==> config.mk <==
export PLATFORM = sky130hd
export DESIGN_NAME = pll_reset_sequencer
export DESIGN_NICKNAME = d
export VERILOG_FILES = /design/src/rtl/pll_reset_sequencer.sv
export SDC_FILE = /design/constraint.sdc
export NUM_CORES = 1
export LEC_CHECK = 0
export ABC_AREA = 1
export BUFFER_PORTS_ARGS = -buffer_cell sky130_fd_sc_hd__buf_2
export CORE_MARGIN = 5
export CORE_UTILIZATION = 56
export CTS_CLUSTER_DIAMETER = 100
export DETAILED_ROUTE_END_ITERATION = 7
export PLACE_DENSITY = 0.77
export RECOVER_POWER = 50
export SYNTH_ARGS = -nofsm -noshare
export SYNTH_HDL_FRONTEND = slang
export SYNTH_SLANG_ARGS = --single-unit
==> constraint.sdc <==
create_clock -name clock -period 2.6 [get_ports clock]
set_input_delay 0.52 -clock clock [delete_from_list [all_inputs] [get_ports clock]]
set_output_delay 0.52 -clock clock [all_outputs]
set_load 0.05 [all_outputs]
==> src/rtl/pll_reset_sequencer.sv <==
// pll_reset_sequencer: pulses the PLL reset, waits for a stable synchronized lock, then releases
// core and peripheral resets in two stages; lock loss drops both resets, lock timeout re-pulses the PLL.
module pll_reset_sequencer #(
   parameter int PLL_RST_CYCLES = 16,
   parameter int LOCK_TIMEOUT   = 65536,
   parameter int STABLE_CYCLES  = 1024,
   parameter int STAGE_DELAY    = 64
) (
   input  logic       clock,
   input  logic       reset_n,
   input  logic       lock,
   output logic       pll_resetb,
   output logic       rst_core_n,
   output logic       rst_periph_n,
   output logic       ready,
   output logic [7:0] lock_loss_count,
   output logic [7:0] retry_count
);
   localparam int MAX_AB = (PLL_RST_CYCLES > LOCK_TIMEOUT) ? PLL_RST_CYCLES : LOCK_TIMEOUT;
   localparam int MAX_CD = (STABLE_CYCLES > STAGE_DELAY) ? STABLE_CYCLES : STAGE_DELAY;
   localparam int MAXP   = (MAX_AB > MAX_CD) ? MAX_AB : MAX_CD;
   localparam int CW     = $clog2(MAXP + 1);

   typedef enum logic [2:0] {PLL_RST, WAIT_LOCK, STABLE, RELEASE, RUN} state_t;

   state_t        state_q, state_d;
   logic [CW-1:0] cnt_q, cnt_d;
   logic [1:0]    sync_q;
   logic          pll_resetb_q, pll_resetb_d;
   logic          rst_core_n_q, rst_core_n_d;
   logic          rst_periph_n_q, rst_periph_n_d;
   logic [7:0]    lock_loss_q, lock_loss_d;
   logic [7:0]    retry_q, retry_d;
   logic          lock_s;

   assign lock_s = sync_q[1];

   always_comb begin
      state_d        = state_q;
      cnt_d          = cnt_q;
      pll_resetb_d   = pll_resetb_q;
      rst_core_n_d   = rst_core_n_q;
      rst_periph_n_d = rst_periph_n_q;
      lock_loss_d    = lock_loss_q;
      retry_d        = retry_q;
      case (state_q)
         PLL_RST: begin
            if (cnt_q == CW'(PLL_RST_CYCLES - 1)) begin
               state_d      = WAIT_LOCK;
               cnt_d        = '0;
               pll_resetb_d = 1'b1;
            end else cnt_d = cnt_q + CW'(1);
         end
         WAIT_LOCK: begin
            if (lock_s) begin
               state_d = STABLE;
               cnt_d   = '0;
            end else if (cnt_q == CW'(LOCK_TIMEOUT - 1)) begin
               state_d      = PLL_RST;
               cnt_d        = '0;
               pll_resetb_d = 1'b0;
               retry_d      = retry_q + 8'(retry_q != 8'hff);
            end else cnt_d = cnt_q + CW'(1);
         end
         STABLE: begin
            if (!lock_s) begin
               state_d = WAIT_LOCK;
               cnt_d   = '0;
            end else if (cnt_q == CW'(STABLE_CYCLES - 1)) begin
               state_d      = RELEASE;
               cnt_d        = '0;
               rst_core_n_d = 1'b1;
            end else cnt_d = cnt_q + CW'(1);
         end
         RELEASE, RUN: begin
            // Loss takes priority over a stage delay completing on the same edge
            if (!lock_s) begin
               state_d        = WAIT_LOCK;
               cnt_d          = '0;
               rst_core_n_d   = 1'b0;
               rst_periph_n_d = 1'b0;
               lock_loss_d    = lock_loss_q + 8'(lock_loss_q != 8'hff);
            end else if (state_q == RELEASE && cnt_q == CW'(STAGE_DELAY - 1)) begin
               state_d        = RUN;
               cnt_d          = '0;
               rst_periph_n_d = 1'b1;
            end else if (state_q == RELEASE) cnt_d = cnt_q + CW'(1);
         end
         default: state_d = PLL_RST;
      endcase
   end

   always_ff @(posedge clock or negedge reset_n) begin
      if (!reset_n) begin
         state_q        <= PLL_RST;
         cnt_q          <= '0;
         sync_q         <= '0;
         pll_resetb_q   <= 1'b0;
         rst_core_n_q   <= 1'b0;
         rst_periph_n_q <= 1'b0;
         lock_loss_q    <= '0;
         retry_q        <= '0;
      end else begin
         state_q        <= state_d;
         cnt_q          <= cnt_d;
         sync_q         <= {sync_q[0], lock};
         pll_resetb_q   <= pll_resetb_d;
         rst_core_n_q   <= rst_core_n_d;
         rst_periph_n_q <= rst_periph_n_d;
         lock_loss_q    <= lock_loss_d;
         retry_q        <= retry_d;
      end
   end

   assign pll_resetb      = pll_resetb_q;
   assign rst_core_n      = rst_core_n_q;
   assign rst_periph_n    = rst_periph_n_q;
   assign ready           = rst_periph_n_q;
   assign lock_loss_count = lock_loss_q;
   assign retry_count     = retry_q;
endmodule

==> impl_metrics.csv <==
group,metric,value,unit
status,status,"finished clean",
logic_synthesis,synth-seq-cells,41,
setup_path,path_buf_inv,3,
logic_synthesis,yosys.area.top_type,"dfrtp_1",
final_layout,diodes,0,
clock_tree,cts_sinks,41,
sta,slew_viol_final,0,
clock_tree,clockRootBuffer,"clkbuf_8",
route,wl_met1,2.09,mm
route,drc,0,
setup_path,rr_worst_depth,14,
route,dr.max_layer_used,"met4",
logic_synthesis,synth_cells,278,
logic_synthesis,ys_types,30,
final_layout,post_route_cells_drive_above_1_share,0.212,
logic_synthesis,synthesis.area,2390,um2
setup_path,endpoint,"cnt_q[0]",
logic_synthesis,syn_area_per_cell,8.60,um2
clock_tree,clk_latency,0.30,ns
floorplanning,ios,23,
setup_path,cp_cell_sequence,"ha_1, nand2_1, nor2_1, nand3_1, nor2_1, nand4_1, inv_1, ha_1, inv_1, nand3_2, nand3_2, nor2_4, buf_12, o21ai_0",
setup_path,critPathMaxStageDelay,0.38,ns
route,route.vias.total,1876,
sta,max_freq,437,MHz
hold_path,min_from,"lock",
final_layout,area_delta_synth_final,11.6,%
clock_tree,cts_tree,"done",
global_route,track_usage,0.183,
logic_synthesis,yosys_warnings,0,
pwr,cellPowerDensity,802,nW/um2
route,wirelength,4.58,mm
floorplanning,core_area,4060,um2
route,avgRoutedWirePerCell,12.9,um
placed_design,numPortBuffers,22,
setup_path,slowest_stage,"dfrtp_1",
setup_path,crit_cells,14,
hold_path,holdCritPathClass,"input port to flop",
logic_synthesis,yosysMostFrequentCell,"nand2_1",
floorplanning,row_count,23,
global_route,antenna_found_initial,0,
sta,setup_violations,0,
floorplanning,die_w,75.3,um
global_route,overflow,0,
final_layout,fin_nets,315,
setup_path,crit_start,"cnt_q[0]",
sta,period_minus_slack,2.29,ns
setup_path,r2r-end,"cnt_q[0]",
clock_tree,path_clk_slew,0.07,ns
sta,finalCritPeriodShare,0.880,
pwr,ir_drop,0.384,mV
setup_path,path_max_fanout,16,
sta,relSlewSlack,0.338,
sta,timing.final.hold_violations,0,
route,drt-vias-per-instance,5.27,
logic_synthesis,synth_top_area_frac,0.429,
route,met3WireLength,234,um
clock_tree,clockBufferDepth,2,
logic_synthesis,synth_edf_count,0,
logic_synthesis,async_reset_ff_frac,1.00,
floorplanning,initial_core_util,0.589,
logic_synthesis,synth-main-ff-cell,"dfrtp_1",
sta,whs,0.333,ns
clock_tree,cts_setup_buffers,0,
clock_tree,htreeDepth,2,
logic_synthesis,seq_area_frac_synth,0.429,
placed_design,dpl.hpwl,3.31,mm
setup_path,startpoint_type,"flop",
route,dr_wl_met2,2.18,mm
sta,skew,0.00450,ns
global_route,grt_pass1_vias,1806,
setup_path,crit_type,"flop to flop",
sta,grt_setup_unrepaired,"false",
floorplanning,dieArea,5670,um2
floorplanning,die_height,75.3,um
route,first_pass_iters,4,
logic_synthesis,synth_common_cells,"56 x nand2_1, 41 x dfrtp_1, 26 x nor2_1",
global_route,grt_pass1_wl,7.96,mm
run,maxCapViolCount,0,
setup_path,critPathTopFamily,"simple AND/OR/NAND/NOR gates",
route,ant_nets,0,
placed_design,gp_congestion,0.848,
setup_path,critPathRequiredTime,2.78,ns
global_route,grt_max_degree,42,
pwr,p_leak,1.31,nW
setup_path,r2r_setup_slack,0.31,ns
logic_synthesis,synth.area.top_cells,"dfrtp_1 43%, nand2_1 8.8%, xor2_1 6.6%, nand3_1 4.4%, nor2_1 4.1%",
setup_path,endpoint_kind,"flop",
logic_synthesis,synth_nets,288,
setup_path,r2r_start,"cnt_q[0]",
route,drt_iter0_drc,108,
sta,fin_tns_setup,0,ns
clock_tree,numCtsBuffers,5,
sta,tightest_slew,0.993,ns
setup_path,crit_arrival,2.46,ns
per-stage QoR:
step | util | cell area [um2] | total power, mW | worst slack (ns) | cells
after floorplan | - | 2390 | 1.45 | 0.400 | 278
after global placement | 0.629 | 2550 | 1.60 | 0.370 | 348
after detailed placement | 0.629 | 2550 | 1.62 | 0.248 | 348
after CTS | 0.659 | 2670 | 2.17 | 0.242 | 356
after global routing | 0.657 | 2670 | 2.29 | 0.0271 | 356
final | 0.657 | 2670 | 2.14 | 0.312 | 356
how the worst min path moves through the flow:
stage	to	slack [ns]	cells after the start
after floorplan	cnt_q[0]	0.22	0
after detailed placement	sync_q[1]	0.35	0
final	sync_q[0]	0.33	1
after global routing	sync_q[0]	0.32	1
after CTS	sync_q[0]	0.32	1
after global placement	sync_q[1]	0.35	0
cell usage in the layout (no fill, tap or decap), drive strengths merged:
cell type | netlist | routed
xnor2 | 4 | 4
o21ai | 7 | 7
a211oi | 1 | 1
nand2 | 62 | 62
inv | 28 | 28
nand4 | 11 | 11
nor2 | 33 | 33
nand3b | 3 | 3
mux2 | 1 | 1
o21a | 1 | 1
nor4 | 1 | 1
a21oi | 19 | 19
clkbuf | 0 | 14
dfrtp | 41 | 41
clkinvlp | 0 | 1
clkinv | 1 | 1
or2 | 2 | 2
buf | 5 | 17
nor3 | 7 | 7
nand3 | 26 | 26
bufinv | 0 | 1
xor2 | 18 | 18
ha | 7 | 7
sequential cells by signal (all words and copies together), names as in the netlist:
| name | cells |
|---|---|
| cnt_q | 17 |
| lock_loss_count | 8 |
| retry_count | 8 |
| state_q | 3 |
| sync_q | 2 |
| pll_resetb | 1 |
| ready | 1 |
| rst_core_n | 1 |
routing by layer:
layer | GRT usage | vias to the layer above
li1 | - | 964
met1 | 0.243 | 863
met2 | 0.293 | 42
met3 | 0.0449 | 7
met4 | 0.0660 | 0
met5 | 0 | -
final cells by class:
cell class	count	area, um2
inverters	29	109
clock buffers	6	82.6
clock inverters	2	37.5
fillers	340	1390
repair buffers	25	134
multi-input cells	203	1210
well taps	50	62.6
flip-flops and latches	41	1030
cells by family after synthesis:
family	count (synthesis)	share of synthesized area
compound gates	28	0.0780
simple gates	145	0.306
mux	1	0.00471
xor+xnor	22	0.0806
fa+ha+maj	7	0.0366
flops	41	0.429
buf+inv	34	0.0644
where the power goes:
group	leakage (nW)	internal (mW)	switching, mW	total, mW
Sequential	0.553	0.720	0.0970	0.817
Combinational	0.701	0.255	0.533	0.788
Clock	0.0574	0.312	0.221	0.533
what timing repair did:
item / in CTS / in global routing
gates resized for setup: 0 / 1
hold buffers: 0 / 0
endpoints found under the setup margin: 0 / 16
No activity file was read; power rests on OpenSTA's default activity.
